### src/rtl/icsp_prog_loader_pkg.sv
// Shared constants for the ICSP program loader: command codes, frame
// geometry and FSM state encodings.
package icsp_prog_loader_pkg;

  localparam int ICSP_CMD_BITS     = 6;
  localparam int ICSP_FRAME_BITS   = 16;
  localparam int ICSP_PAYLOAD_BITS = 14;

  localparam logic [ICSP_CMD_BITS-1:0] ICSP_CMD_LOAD_DATA  = 6'h02;
  localparam logic [ICSP_CMD_BITS-1:0] ICSP_CMD_READ_DATA  = 6'h04;
  localparam logic [ICSP_CMD_BITS-1:0] ICSP_CMD_INC_ADDR   = 6'h06;
  localparam logic [ICSP_CMD_BITS-1:0] ICSP_CMD_BEGIN_PROG = 6'h08;
  localparam logic [ICSP_CMD_BITS-1:0] ICSP_CMD_LOAD_ADDR  = 6'h10;

  typedef enum logic [2:0] {
    ICSP_ST_IDLE     = 3'd0,
    ICSP_ST_CMD      = 3'd1,
    ICSP_ST_DATA_IN  = 3'd2,
    ICSP_ST_ADDR_IN  = 3'd3,
    ICSP_ST_RD_FETCH = 3'd4,
    ICSP_ST_DATA_OUT = 3'd5,
    ICSP_ST_WRITE    = 3'd6
  } icspState_t;

endpackage

### src/rtl/icsp_prog_loader_sync.sv
// Multi-stage synchronizer for an asynchronous pin, with single-clk
// rising and falling edge pulses taken from the synchronized level.
module icsp_sync #(
  parameter int STAGES = 2
) (
  input  logic clk,
  input  logic rst,
  input  logic asyncIn,
  output logic syncOut,
  output logic risePulse,
  output logic fallPulse
);

  logic [STAGES-1:0] chain;
  logic              prevLevel;

  // Shift the pin through the synchronizer and remember the last level.
  always_ff @(posedge clk) begin
    if (rst) begin
      chain     <= '0;
      prevLevel <= 1'b0;
    end else begin
      chain     <= {chain[STAGES-2:0], asyncIn};
      prevLevel <= chain[STAGES-1];
    end
  end

  assign syncOut   = chain[STAGES-1];
  assign risePulse = syncOut & ~prevLevel;
  assign fallPulse = ~syncOut & prevLevel;

endmodule

### src/rtl/icsp_prog_loader.sv
// ICSP programming port: receives serial commands and frames, writes and
// reads back program memory, and holds the CPU in reset while active.
//
// state    | meaning
// IDLE     | programming mode off, waiting for prog_en rising
// CMD      | shifting a 6-bit command; bitCnt==6 means decode this clk
// DATA_IN  | receiving a 16-cycle frame whose payload loads the data latch
// ADDR_IN  | receiving a 16-cycle frame whose payload loads mem_addr
// RD_FETCH | one clk to capture mem_rdata into the output shift register
// DATA_OUT | driving the 16-cycle readback frame on icsp_dout
// WRITE    | single clk with mem_we high
module icsp_prog_loader
  import icsp_prog_loader_pkg::*;
#(
  parameter int ADDR_WIDTH  = 11,
  parameter int DATA_WIDTH  = 12,
  parameter int SYNC_STAGES = 2
) (
  input  logic                  clk,
  input  logic                  rst,
  input  logic                  prog_en,
  input  logic                  icsp_clk,
  input  logic                  icsp_din,
  output logic                  icsp_dout,
  output logic                  icsp_doe,
  output logic [ADDR_WIDTH-1:0] mem_addr,
  output logic [DATA_WIDTH-1:0] mem_wdata,
  output logic                  mem_we,
  input  logic [DATA_WIDTH-1:0] mem_rdata,
  output logic                  cpu_hold,
  output logic                  busy
);

  localparam logic [3:0] CMD_LAST   = 4'(ICSP_CMD_BITS);
  localparam logic [3:0] FRAME_LAST = 4'(ICSP_FRAME_BITS - 1);

  icspState_t state, stateNext;

  logic [3:0]                   bitCnt, bitCntNext;
  logic [ICSP_CMD_BITS-1:0]     cmdShift, cmdNext;
  logic [ICSP_PAYLOAD_BITS-1:0] shiftReg, shiftNext;
  logic [DATA_WIDTH-1:0]        dataLatch, latchNext;
  logic [ADDR_WIDTH-1:0]        addrNext;
  logic [DATA_WIDTH-1:0]        wdataNext;
  logic                         doeNext, doutNext;

  logic                   progSync, progRise, progFall;
  logic                   fallPulse, risePulse;
  logic                   unusedIcspClkLevel;
  logic [SYNC_STAGES-1:0] dinChain;
  logic                   icspDinSync;

  icsp_sync #(.STAGES(SYNC_STAGES)) progSyncInst (
    .clk       (clk),
    .rst       (rst),
    .asyncIn   (prog_en),
    .syncOut   (progSync),
    .risePulse (progRise),
    .fallPulse (progFall)
  );

  // Only the edges of the serial clock matter; its level is not used.
  icsp_sync #(.STAGES(SYNC_STAGES)) clkSyncInst (
    .clk       (clk),
    .rst       (rst),
    .asyncIn   (icsp_clk),
    .syncOut   (unusedIcspClkLevel),
    .risePulse (risePulse),
    .fallPulse (fallPulse)
  );

  // Data pin uses the same depth so it stays aligned with the clock edges.
  always_ff @(posedge clk) begin
    if (rst) dinChain <= '0;
    else     dinChain <= {dinChain[SYNC_STAGES-2:0], icsp_din};
  end

  assign icspDinSync = dinChain[SYNC_STAGES-1];

  // State, counters, shift registers and registered outputs.
  always_ff @(posedge clk) begin
    if (rst) begin
      state     <= ICSP_ST_IDLE;
      bitCnt    <= '0;
      cmdShift  <= '0;
      shiftReg  <= '0;
      dataLatch <= '1;
      mem_addr  <= '0;
      mem_wdata <= '1;
      icsp_doe  <= 1'b0;
      icsp_dout <= 1'b0;
    end else begin
      state     <= stateNext;
      bitCnt    <= bitCntNext;
      cmdShift  <= cmdNext;
      shiftReg  <= shiftNext;
      dataLatch <= latchNext;
      mem_addr  <= addrNext;
      mem_wdata <= wdataNext;
      icsp_doe  <= doeNext;
      icsp_dout <= doutNext;
    end
  end

  // Next-state and datapath decisions; prog_en edges override the FSM.
  always_comb begin
    stateNext  = state;
    bitCntNext = bitCnt;
    cmdNext    = cmdShift;
    shiftNext  = shiftReg;
    latchNext  = dataLatch;
    addrNext   = mem_addr;
    wdataNext  = mem_wdata;
    doeNext    = icsp_doe;
    doutNext   = icsp_dout;

    if (progFall) begin
      stateNext  = ICSP_ST_IDLE;
      bitCntNext = '0;
      cmdNext    = '0;
      doeNext    = 1'b0;
      doutNext   = 1'b0;
    end else if (progRise) begin
      stateNext  = ICSP_ST_CMD;
      bitCntNext = '0;
      cmdNext    = '0;
      addrNext   = '0;
      latchNext  = '1;
      doeNext    = 1'b0;
      doutNext   = 1'b0;
    end else begin
      case (state)
        ICSP_ST_IDLE: begin
        end

        ICSP_ST_CMD: begin
          if (bitCnt == CMD_LAST) begin
            bitCntNext = '0;
            case (cmdShift)
              ICSP_CMD_LOAD_DATA:  stateNext = ICSP_ST_DATA_IN;
              ICSP_CMD_READ_DATA:  stateNext = ICSP_ST_RD_FETCH;
              ICSP_CMD_INC_ADDR:   addrNext  = mem_addr + 1'b1;
              ICSP_CMD_BEGIN_PROG: begin
                stateNext = ICSP_ST_WRITE;
                wdataNext = dataLatch;
              end
              ICSP_CMD_LOAD_ADDR:  stateNext = ICSP_ST_ADDR_IN;
              default: begin
              end
            endcase
          end else if (fallPulse) begin
            cmdNext    = {icspDinSync, cmdShift[ICSP_CMD_BITS-1:1]};
            bitCntNext = bitCnt + 4'd1;
          end
        end

        ICSP_ST_DATA_IN, ICSP_ST_ADDR_IN: begin
          if (fallPulse) begin
            if (bitCnt == FRAME_LAST) begin
              bitCntNext = '0;
              stateNext  = ICSP_ST_CMD;
              if (state == ICSP_ST_DATA_IN) latchNext = shiftReg[DATA_WIDTH-1:0];
              else                          addrNext  = shiftReg[ADDR_WIDTH-1:0];
            end else begin
              // Start bit (count 0) carries no payload.
              if (bitCnt != 4'd0)
                shiftNext = {icspDinSync, shiftReg[ICSP_PAYLOAD_BITS-1:1]};
              bitCntNext = bitCnt + 4'd1;
            end
          end
        end

        ICSP_ST_RD_FETCH: begin
          shiftNext  = ICSP_PAYLOAD_BITS'(mem_rdata);
          stateNext  = ICSP_ST_DATA_OUT;
          bitCntNext = '0;
          // A frame-start rise landing on this clk must still open the driver.
          if (risePulse) begin
            doeNext  = 1'b1;
            doutNext = 1'b0;
          end
        end

        ICSP_ST_DATA_OUT: begin
          if (risePulse) begin
            if (bitCnt == 4'd0) begin
              doeNext  = 1'b1;
              doutNext = 1'b0;
            end else if (bitCnt == FRAME_LAST) begin
              doutNext = 1'b0;
            end else begin
              doutNext  = shiftReg[0];
              shiftNext = {1'b0, shiftReg[ICSP_PAYLOAD_BITS-1:1]};
            end
          end else if (fallPulse) begin
            if (bitCnt == FRAME_LAST) begin
              doeNext    = 1'b0;
              doutNext   = 1'b0;
              bitCntNext = '0;
              stateNext  = ICSP_ST_CMD;
            end else begin
              bitCntNext = bitCnt + 4'd1;
            end
          end
        end

        ICSP_ST_WRITE: begin
          stateNext  = ICSP_ST_CMD;
          bitCntNext = '0;
          // First bit of the next command may arrive in the write clk.
          if (fallPulse) begin
            cmdNext    = {icspDinSync, cmdShift[ICSP_CMD_BITS-1:1]};
            bitCntNext = 4'd1;
          end
        end

        default: stateNext = ICSP_ST_IDLE;
      endcase
    end
  end

  // Strobe is gated by rst so a write pending at reset is dropped.
  assign mem_we   = (state == ICSP_ST_WRITE) && !rst;
  // Keeping hold high during a write covers prog_en falling in that clk.
  assign cpu_hold = progSync | mem_we;
  assign busy     = !((state == ICSP_ST_IDLE) ||
                      ((state == ICSP_ST_CMD) && (bitCnt == 4'd0)));

endmodule

### config.mk
export PLATFORM = sky130hd
export DESIGN_NAME = icsp_prog_loader
export DESIGN_NICKNAME = d
export VERILOG_FILES = /design/src/rtl/icsp_prog_loader_pkg.sv /design/src/rtl/icsp_prog_loader_sync.sv /design/src/rtl/icsp_prog_loader.sv
export SDC_FILE = /design/constraint.sdc
export NUM_CORES = 1
export LEC_CHECK = 0
export ABC_AREA = 1
export BUFFER_PORTS_ARGS = -buffer_cell sky130_fd_sc_hd__buf_2
export CAP_MARGIN = 20
export CORE_MARGIN = 1.5
export CORE_UTILIZATION = 40
export DETAILED_ROUTE_END_ITERATION = 8
export PLACE_DENSITY_LB_ADDON = 0.08
export SYNTH_ARGS = -nofsm -noshare
export SYNTH_HDL_FRONTEND = slang
export SYNTH_SLANG_ARGS = --single-unit
### constraint.sdc
create_clock -name clk -period 2 [get_ports clk]
set_input_delay 0.1 -clock clk [delete_from_list [all_inputs] [get_ports clk]]
set_output_delay 0.1 -clock clk [all_outputs]
set_load 0.03 [all_outputs]
# == After elaboration in Yosys (flattened, before gate mapping) ==
# Cells that the tools add are included.
# classes
addsub,2
n_eq_ne,36
muxes,47
bitwise,12
n_reduce_logical,30
# ops
cell,n
$mux 14,6
$mux 11,6
$mux 12,5
$pmux 14 s3,1
$pmux 11 s2,1
$mux 4,5
$pmux 4 s5,1
$pmux 3 s6,1
$ne 2x2->1 const B,8
$ne 3x3->1 const B,5
$reduce_and 5->1,3
$eq 6x3->1 const B,2
$mux 3,4
$mux 6,2
$ne 3x2->1 const B,4
$pmux 3 s4,1
$pmux 6 s2,1
$reduce_and 4->1,3
$reduce_bool 2->1,6
$add 11x1->11 const B,1
$mux 1,11
$eq 3x3->1 const B,3
$reduce_and 9->1,1
$not 1->1,7
28 further kinds,39
# word_totals
ff_bits,72
input_bits,17

# == Longest topological paths before layout ==
# Gate-level depths: netlist of run 1.
# logic_depth
word_depth,6
depth_mapped,12
depth_no_buf,12

# == By module ==
# A second synthesis of run 1 with hierarchy kept.
# unflattened
cells_unflattened,544
hier_area_um2,3806.2
# by_module_without_submodules
mod,instances,cells_per_inst,area_each_um2
icsp_prog_loader,1,520,3618.5
icsp_sync,2,12,93.8

# == Least setup slack after synthesis of run 1 ==
# Ideal clock, no wire load.
# synth_path
path_type,register -> register
from,reg mem_addr[0]
to,reg mem_addr[6]
arrival_ps,1564
slack_ps,365
path_stages_with_launch,10
n_path_buf,0
synth_period_minus_slack_ps,1635
path_cell_list,dfxtp_1 > ha_1 > nand3_1 > nor2_1 > nand2_1 > nand3_1 > nand2_1 > nor2_1 > nand2_1 > a21oi_1
# synth_between
elab_chain_len,5
# synth_lines
element,line_no,source
start: declaration,icsp_prog_loader.sv:26,"output logic [ADDR_WIDTH-1:0] mem_addr,"
start signal: assignment,icsp_prog_loader.sv:98,mem_addr <= addrNext;
$add 11x1->11,icsp_prog_loader.sv:142,ICSP_CMD_INC_ADDR: addrNext = mem_addr + 1'b1;
$mux 11,icsp_prog_loader.sv:139,case (cmdShift)
$mux 11,icsp_prog_loader.sv:137,if (bitCnt == CMD_LAST) begin
$pmux 11 s2,icsp_prog_loader.sv:132,case (state)
$mux 11,icsp_prog_loader.sv:123,end else if (progRise) begin
# Every way passes these cells. The select of a mux whose other input is x is not followed.
# A chain may end at the register's enable or synchronous reset.

# == Worst setup path in the final report of run 1 ==
# layout_path
from,reg bitCnt[1]
to,reg shiftReg[4]
# layout_between
elab_chain_len,3
word_cells_on_any_way,8
cone_classes,5 x eq/ne; 3 x reduce/logical
# layout_lines
element,line_no,source
start: declaration,icsp_prog_loader.sv:39,"logic [3:0] bitCnt, bitCntNext;"
start signal: assignment,icsp_prog_loader.sv:94,bitCnt <= bitCntNext;
"$eq 4x4->1, or another cell as far along","icsp_prog_loader.sv:159, icsp_prog_loader.sv:189",
$ne 2x2->1 (no source line),--,
$reduce_and 9->1 (no source line) *,--,
end signal: assignment,icsp_prog_loader.sv:96,shiftReg <= shiftNext;
end: declaration,icsp_prog_loader.sv:41,"logic [ICSP_PAYLOAD_BITS-1:0] shiftReg, shiftNext;"
# Mark *: on every way between the ends. The rest lies on a longest branch, timed or not.

==> reports/qor.txt, run 1 <==
status: complete, no violations
port bufs: 44
Synth top area share: 0.377
delay-heaviest family, CP: compound AO/OA/AOI/OAI gates
Die Wd: 101 µm
DRC errors left: 0
diode count: 0
Slew headroom: 0.696
share of layout cells above drive strength 1: 0.236
Crit path arrival time: 2.05 ns
Post-CTS Setup Bufs: 0
Fin Setup TNS: 0 ns
vias in the first global route: 2954
WL/cell: 12.5 µm
htree depth: 3
Synth Register Bits: 72
CP cell instances: inv_1, ha_1, nand3_1, nand2_1, o21ai_2, nand2_8, o21ai_0, a21oi_1
max_cap viols: 0
Post-layout nets: 586
Post-Syn Nets: 539
Synth-to-Final Area Change: 14.2%
Site Rows: 35
Fmax: 0.552 GHz
EDFF count, synth: 0
Hold Crit Class: in -> reg
Crit Path Class: reg -> reg
pwr/cell area: 918 mW/mm²
yosys warns: 0
most used flip-flop cell after synthesis: dfxtp_1
Post-Syn Instances: 516
Seq/Total Area, Yosys: 0.377
RSZ-0062 raised after global routing: false
leakage power: 1.96 nW
crit path capture type: flop
Initial DRC Count: 128
detailed placer's ending HPWL: 6.37 mm
first-pass GRT wire length: 14.7 mm
Worst Clk Skew: 0.0140 ns
antenna violations before repair: 0
minimum clock period: 1.81 ns
CTS tree: yes
clk slew on worst S/H paths: 0.08 ns
Synth top cells by count: nand2_1 (94), dfxtp_1 (72), inv_1 (71)
gp weighted congestion: 0.831
cell taking the most area after synthesis: dfxtp_1
Mapped Area: 0.00382 mm²
Final Hold Fails: 0
CTS Buf Count: 9
Startpoint Class: flop
core area: 0.00924 mm²
routed wire length: 8.71 mm
CP peak stage delay: 0.43 ns
Synth async-reset ratio: 0
die area: 0.0101 mm²
chip height: 101 µm
top-count cell post-synth: nand2_1
worst-skew pair later-pin latency: 0.36 ns
Initial Util: 0.413
synth top area cells: dfxtp_1 (38%), nand2_1 (9.2%), inv_1 (7.0%)
worst-margin pin slew: 0.455 ns
Peak VDD IR: 0.398 mV
crit-path max FO: 27
setup violators final: 0
Buf/Inv on CP: 1
Final Slew Violations: 0
Mapped Avg Cell Area: 7.40 µm²
antenna viol nets, final: 0
Final Cycle Share: 0.905
Pre-antenna DRT Iters: 4
root buf cell: clkbuf_8
final core utilization: 0.472
num ports: 45
grt total ovfl: 0
post-synth cell types: 37
clk sinks: 72
Total Routing Usage GR: 0.183
Via-to-Cell Ratio: 4.73
clk buf depth: 2
via count: 3299
Worst path slowest cell: dfxtp_1
Worst EP required: 2.24 ns
largest net degree at the start of global routing: 28
[area by class of cell]
type                    count  area (µm²)
fillers                   923        4880
multi-input cells         344        1940
flip-flops and latches     72        1440
repair buffers             57         325
inverters                  79         307
well taps                 129         161
clock buffers               9         124
clock inverters             7        60.1
[placed cells by master, fill, tap and decap left out, types with 2 or more instances in the layout]
cell	count
a21oi_1	34
a21oi_2	8
a21oi_4	2
buf_2	44
buf_4	10
clkbuf_8	9
clkinv_4	2
dfxtp_1	71
dlygate4sd3_1	3
ha_1	6
inv_1	71
inv_2	4
inv_4	4
inv_6	4
nand2_1	94
nand2_2	10
nand2_4	2
nand3_1	33
nand3_2	4
nand4_1	3
nor2_1	47
nor2_2	2
nor2_8	2
o211ai_1	15
o211ai_2	12
o21ai_0	44
o21ai_1	7
o21ai_2	8
[path summary, 6_finish.rpt]
check	from	end	slack, ns	cells past startpoint
max	bitCnt[1]	shiftReg[4]	0.19	8
min	rst	progSyncInst.chain[1]	0.08	2
max reg2reg	bitCnt[1]	shiftReg[4]	0.19	8
min reg2reg	clkSyncInst.chain[0]	clkSyncInst.chain[1]	0.40	2
[metal layers]
layer | part of all wire | GRT usage
met1 | 0.54 | 0.276
met2 | 0.42 | 0.264
met3 | 0.033 | 0.0284
met4 | 0.0098 | 0.0650
met5 | 0 | 0
[stage by stage]
step                cell area [µm²]  std cells  hold WS [ns]  power (mW)  setup slack (ns)
detailed placement             4140        678         0.307        2.92             0.134
CTS                            4350        697        0.0694        4.03            0.0953
finish                         4360        697        0.0761        4.01             0.190
floorplan                      3820        516         0.162        2.71             0.365
global placement               4140        678         0.300        2.92             0.154
global route                   4360        697        0.0758        4.29            0.0481
[worst register-to-register path, delay by kind of cell (launching register included)]
family | cells | cell delay [ns]
AO/OA/AOI/OAI | 3 | 0.58
buffers and inverters | 1 | 0.07
flip-flops | 1 | 0.43
adder cells (fa/ha/maj) | 1 | 0.18
AND/OR/NAND/NOR | 3 | 0.45
[flip-flops by register name, summed over array words and instances, names as in the netlist]
signal,count
state,3
progSyncInst.prevLevel,1
progSyncInst.chain,2
icsp_dout,1
dataLatch,12
cmdShift,6
shiftReg,14
clkSyncInst.prevLevel,1
mem_addr,11
clkSyncInst.chain,2
bitCnt,4
mem_wdata,12
icsp_doe,1
dinChain,2
[cells by family (layout without fill, tap and decap cells)]
family | count (synthesis) | after routing | share of synthesized area
adders and majority gates | 6 | 6 | 0.0197
xor gates and xnor gates | 2 | 2 | 0.00459
buffers and inverters | 100 | 152 | 0.117
AOI/OAI and AO/OA | 134 | 134 | 0.234
DFF | 72 | 72 | 0.377
and+or+nand+nor | 202 | 202 | 0.248
[repair_timing]
item	in CTS	in global routing
setup endpoints to repair	0	8
hold buffers	3	0
gates resized for setup	0	3
endpoints found under the hold margin	3	0
[report_power, final]
part | total [mW] | leakage (nW) | internal [mW] | switching [mW]
clock | 1.09 | 0.0912 | 0.472 | 0.621
combinational | 1.21 | 1.28 | 0.388 | 0.820
sequential | 1.70 | 0.585 | 1.57 | 0.135
Note: power is estimated with default switching activity, not from simulation.
==> run 2, diff against run 1 <==
GPL_TIMING_DRIVEN = 0   (was not set)
SYNTH_HIERARCHICAL = 1   (was not set)
==> reports/qor.txt, run 2 <==
Post-Syn Nets: 565 (+4.8%)
leakage power: 2.10 nW (+7.2%)
Startpoint Class: flop
gp weighted congestion: 0.889 (+6.9%)
area share of fa/ha/maj cells after synthesis: 0.0131 (-0.00650)
RSZ-0062 raised after global routing: false
grt total ovfl: 0 (unchanged)
largest family of logic cells by synthesized area: simple AND/OR/NAND/NOR gates
diode count: 0 (unchanged)
Post-Syn Instances: 544 (+5.4%)
Initial DRC Count: 98 (-23%)
top-count cell post-synth: nand2_1
Worst EP required: 1.90 ns (-0.34 ns)
minimum clock period: 1.77 ns (-0.0423 ns)
largest net degree at the start of global routing: 16 (-43%)
Worst path slowest cell: dfxtp_1
Synth top area share: 0.379 (+0.00136)
CP peak stage delay: 0.31 ns (-0.12 ns)
fin worst setup slack: 0.232 ns (+0.0423 ns)
clock share of power: 0.198 (-0.075)
CTS tree: yes
routed wire length: 8.95 mm (+2.8%)
part of the power in registers: 0.304 (-0.122)
Fin Setup TNS: 0 ns (unchanged)
largest registers: shiftReg: 14 flops, dataLatch: 12 flops, mem_wdata: 12 flops
Final Hold Fails: 0 (unchanged)
htree depth: 3 (unchanged)
Total Routing Usage GR: 0.194 (+0.0107)
clk buf depth: 2 (unchanged)
fin cells: 735 (+5.5%)
Fmax: 0.566 GHz (+2.4%)
max_cap viols: 0 (unchanged)
P_sw: 2.85 mW (+81%)
internal power: 3.38 mW (+39%)
Synth async-reset ratio: 0 (unchanged)
Crit path arrival time: 1.67 ns (-0.38 ns)
cell taking the most area after synthesis: dfxtp_1
Place WS: 0.183 ns (+0.0494 ns)
Post-CTS Setup Bufs: 0 (unchanged)
Switching Share: 0.457 (+0.0636)
num ports: 45 (unchanged)
most used cell, CP: buf_2
Slew headroom: 0.606 (-0.0907)
Top reg by flops: shiftReg
detailed placer's ending HPWL: 6.82 mm (+7.1%)
crit path capture type: primary output
Mapped Area: 0.00381 mm² (-0.36%)
cell count of the worst reg-to-reg path: 9 (+1)
Final Cycle Share: 0.884 (-0.0211)
chip height: 101 µm (-0.17%)
die area: 0.0101 mm² (-0.35%)
status: complete, no violations
crit-path max FO: 8 (-70%)
Crit Path Class: reg -> out
Via-to-Cell Ratio: 4.69 (-0.89%)
Peak VDD IR: 0.503 mV (+26%)
EDFF count, synth: 0 (unchanged)
Synth Area in Simple Gates: 0.336 (+0.0887)
Final Slew Violations: 0 (unchanged)
Hold Crit Class: in -> reg
Site Rows: 35 (unchanged)
post-synth cell types: 42 (+14%)
root buf cell: clkbuf_8
hold depth: 2 (unchanged)
Synth Register Bits: 72 (unchanged)
compound-gate portion of the synthesized area: 0.154 (-0.0807)
via count: 3448 (+4.5%)
setup violators final: 0 (unchanged)
share of layout cells above drive strength 1: 0.213 (-0.0230)
WL/cell: 12.2 µm (-2.5%)
vias in the first global route: 3300 (+12%)
total power: 6.23 mW (+55%)
CP cell instances: buf_2, inv_1, nand3_1, nor2_1, or2_2, buf_2
Worst Clk Skew: 0.0135 ns (-0.000568 ns)
Buf/Inv on CP: 3 (+2)
Synth-to-Final Area Change: 16.4%
antenna violations before repair: 0 (unchanged)
worst-skew pair later-pin latency: 0.36 ns (about the same)
first-pass GRT wire length: 15.5 mm (+5.3%)
pwr/cell area: 1410 mW/mm² (+53%)
Post-layout nets: 622 (+6.1%)
worst-margin pin slew: 0.591 ns (+0.136 ns)
# fillers: 991 (+7.4%)
Seq/Total Area, Yosys: 0.379 (+0.00136)
core area: 0.00924 mm² (unchanged)
Mapped Avg Cell Area: 7.00 µm² (-5.5%)
most common cell after layout, fill and taps aside: nand2_1
antenna viol nets, final: 0 (unchanged)
Die Wd: 101 µm (-0.17%)
Crit path depth: 6 (-2)
final core utilization: 0.479 (+0.00731)
clk slew on worst S/H paths: 0.09 ns (about the same)
Initial Util: 0.412 (-0.00149)
most used flip-flop cell after synthesis: dfxtp_1
yosys warns: 6 (+6)
Gate power share: 0.497 (+0.195)
Synth top cells by count: nand2_1 (134), nor2_1 (86), dfxtp_1 (72)
DRC errors left: 0 (unchanged)
XOR/XNOR share of the synthesized area: 0.0138 (+0.00922)
synth top area cells: dfxtp_1 (38%), nand2_1 (13%), nor2_1 (8.5%)
Largest register FFs: 14 (unchanged)
clk sinks: 72 (unchanged)
Pre-antenna DRT Iters: 4 (unchanged)
port bufs: 44 (unchanged)
CTS Buf Count: 9 (unchanged)
delay-heaviest family, CP: simple AND/OR/NAND/NOR gates
R2R setup slack: 0.24 ns (+0.05 ns)
most frequent cells in the layout: nand2_1 (134), nor2_1 (85), dfxtp_1 (72)
Cell Count Post-Placement: 717 (+5.8%)
post-synthesis mux area share: 0 (unchanged)
==> run 2: cell types whose count changed after synthesis, sizes merged, moves of 2 or more <==
| cell | before | now |
|---|---|---|
| o22ai | 1 | 12 |
| xor2 | 1 | 4 |
| ha | 6 | 4 |
| or2 | 0 | 2 |
| nand2 | 107 | 139 |
| a21oi | 44 | 14 |
| inv | 79 | 62 |
| nor2 | 52 | 100 |
| o21ai | 59 | 36 |
| o211ai | 27 | 18 |
| nand4 | 3 | 5 |
| buf | 16 | 18 |
| nor3 | 2 | 4 |
==> run 2: final cells by class <==
class	count	area (µm²)	share of cell area
inverter	63	241	0.0545
clock buffer	9	124	0.0280
clock inverter	7	83.8	0.0189
tap	129	161	0.0364
timing repair buffer	47	250	0.0565
multi-input combinational	385	1970	0.446
sequential	72	1440	0.325
buffer	23	153	0.0345
==> run 2: kinds of logic after synthesis <==
group / Yosys count
AOI/OAI and AO/OA: 85
xor gates and xnor gates: 6
adders and majority gates: 4
buffers and inverters: 87
DFF: 72
and+or+nand+nor: 290
==> run 2: power groups by stage <==
stage               sequential [mW]  combinational (mW)  clock [mW]
finish                         1.90                3.10        1.23
global route                   1.93                3.53        1.34
CTS                            1.90                3.12        1.27
detailed placement             1.93                3.10           0
global placement               1.92                3.08           0
floorplan                      2.09                2.27           0
==> run 2: stage by stage <==
stage	hold WS [ns]	area [µm²]
floorplan	0.171	3810
global placement	0.298	4190
detailed placement	0.308	4190
CTS	0.0498	4430
global route	0.0510	4430
finish	0.0461	4430
==> run 2: repair_timing <==
| item | in CTS | in global routing |
|---|---|---|
| resized for setup | 0 | 2 |
| hold buffers | 3 | 0 |
| setup endpoints to repair | 0 | 12 |
| hold endpoints to repair | 3 | 0 |
==> run 2: worst paths after layout <==
check / start / end
hold / removal: rst / clkSyncInst/chain[1]
setup reg to reg: bitCnt[0] / bitCnt[0]
setup / recovery: state[0] / cpu_hold
hold reg to reg: progSyncInst/chain[0] / progSyncInst/chain[1]
==> run 2: metal layers <==
layer,vias to the layer above,GRT usage,share of wire
met3,9,0.0312,0.035
met5,-,0,0
li1,1850,-,-
met2,66,0.293,0.42
met1,1523,0.282,0.53
met4,0,0.0661,0.013
==> run 2: worst reg2reg max path, delay by kind of cell (launching register included) <==
family | cells | cell delay [ns]
buffers and inverters | 1 | 0.10
flip-flops | 1 | 0.35
adder cells (fa/ha/maj) | 1 | 0.15
AND/OR/NAND/NOR | 7 | 1.06
==> run 3, diff against run 2 <==
CORE_UTILIZATION = 56   (was 40)
SKIP_CTS_REPAIR_TIMING = 1   (was not set)
==> reports/qor.txt, run 3 (synthesized netlist as in run 2, its figures left out) <==
port bufs: 44 (unchanged)
WL/cell: 12.4 µm (+1.7%)
Worst Clk Skew: 0.0126 ns (-0.000844 ns)
RSZ-0062 raised after global routing: false
pwr/cell area: 1410 mW/mm² (+0.21%)
worst-skew pair later-pin latency: 0.35 ns (about the same)
Final Hold Fails: 0 (unchanged)
Crit Path Class: reg -> reg
met2 wire length: 3.76 mm (-0.74%)
CTS Buf Count: 9 (unchanged)
detailed placer's ending HPWL: 6.29 mm (-7.7%)
Final Cycle Share: 0.895 (+0.0110)
minimum clock period: 1.79 ns (+0.0219 ns)
DR top layer: met4
htree depth: 3 (unchanged)
setup violators final: 0 (unchanged)
DRC errors left: 2 (+2)
Initial Util: 0.589 (+0.177)
clk buf depth: 2 (unchanged)
status: finished with violations
share of layout cells above drive strength 1: 0.211 (-0.00200)
Synth-to-Final Area Change: 14.3%
most frequent cells in the layout: nand2_1 (134), nor2_1 (85), dfxtp_1 (72)
Fmax: 0.559 GHz (-1.2%)
clk slew on worst S/H paths: 0.08 ns (about the same)
routed wire length: 8.47 mm (-5.4%)
Initial DRC Count: 207 (+110%)
diode count: 0 (unchanged)
Site Rows: 29 (-17%)
total power: 6.13 mW (-1.5%)
Via-to-Cell Ratio: 5.14 (+9.5%)
root buf cell: clkbuf_8
Met3 Wirelength: 423 µm (+35%)
antenna violations before repair: 0 (unchanged)
Pre-antenna DRT Iters: 7 (+3)
largest registers: shiftReg: 14 flops, dataLatch: 12 flops, mem_wdata: 12 flops
first-pass GRT wire length: 14.0 mm (-9.6%)
Fin Setup TNS: 0 ns (unchanged)
gp weighted congestion: 0.922 (+3.8%)
worst-margin pin slew: 0.621 ns (+0.0298 ns)
Peak VDD IR: 0.779 mV (+55%)
num ports: 45 (unchanged)
grt total ovfl: 0 (unchanged)
crit path capture type: flop
Startpoint Class: flop
vias in the first global route: 3148 (-4.6%)
Worst EP required: 2.21 ns (+0.31 ns)
largest net degree at the start of global routing: 14 (-2)
Final Slew Violations: 0 (unchanged)
CTS tree: yes
Post-layout nets: 623 (+0.16%)
Total Routing Usage GR: 0.241 (+0.0473)
leakage power: 2.10 nW (-0.24%)
die area: 0.00730 mm² (-28%)
CP peak stage delay: 0.34 ns (+0.03 ns)
clk sinks: 72 (unchanged)
crit-path max FO: 10 (+2)
Crit path arrival time: 2.00 ns (+0.33 ns)
failing checks: DRC
Die Wd: 85.4 µm (-15%)
Slew headroom: 0.586 (-0.0199)
most common cell after layout, fill and taps aside: nand2_1
Worst path slowest cell: dfxtp_1
core area: 0.00646 mm² (-30%)
chip height: 85.4 µm (-15%)
met1 wire length: 4.17 mm (-12%)
CP cell instances: inv_1, ha_1, nand3_1, nor2_1, nand4_2, buf_2, nand2_1, o211ai_2
max_cap viols: 0 (unchanged)
Largest register FFs: 14 (unchanged)
via count: 3513 (+1.9%)
Min Hold Slack: 0.0445 ns (-0.00159 ns)
antenna viol nets, final: 0 (unchanged)
Top reg by flops: shiftReg
Hold Crit Class: in -> reg
## run 3: cell type report
| cell class | count | area (µm²) |
|---|---|---|
| timing repair buffer | 47 | 250 |
| multi-input combinational | 385 | 1970 |
| buffer | 24 | 156 |
| clock inverter | 6 | 68.8 |
| tap | 77 | 96.3 |
| sequential | 72 | 1440 |
| fill | 576 | 2110 |
| clock buffer | 10 | 128 |
| inverter | 63 | 241 |
## run 3: power by group
part	internal (mW)	leakage [nW]	switching, mW
combinational	1.13	1.41	1.96
sequential	1.66	0.586	0.235
clock	0.583	0.0968	0.573
## run 3: stage by stage
step                instance area (µm²)  worst slack, ns   util  instances
floorplan                          3810            0.403      -        544
global placement                   4120            0.258  0.638        665
detailed placement                 4120            0.178  0.638        665
CTS                                4320            0.120  0.669        681
global route                       4350           0.0453  0.674        684
finish                             4350            0.210  0.674        684
## run 3: worst paths after layout
path                            cells past startpoint             startpoint                     to  slack, ns
worst min register to register                      2  progSyncInst/chain[0]  progSyncInst/chain[1]       0.41
worst max register to register                      8              bitCnt[0]           mem_wdata[7]       0.21
worst min-delay path                                2                    rst            dinChain[0]       0.04
worst max-delay path                                8              bitCnt[0]           mem_wdata[7]       0.21
## run 3: layer usage
metal  global-route usage  up-vias
met4               0.0806        0
met5                    0        -
met3               0.0593       13
li1                     -     1851
met1                0.323     1559
met2                0.383       90
## run 3: worst max-delay path: cells and delay by family, from the launching register on
kind	cells	cell delay [ns]
flip-flops	1	0.34
AND/OR/NAND/NOR	4	0.73
AO/OA/AOI/OAI	1	0.08
buffers and inverters	2	0.36
adder cells (fa/ha/maj)	1	0.15
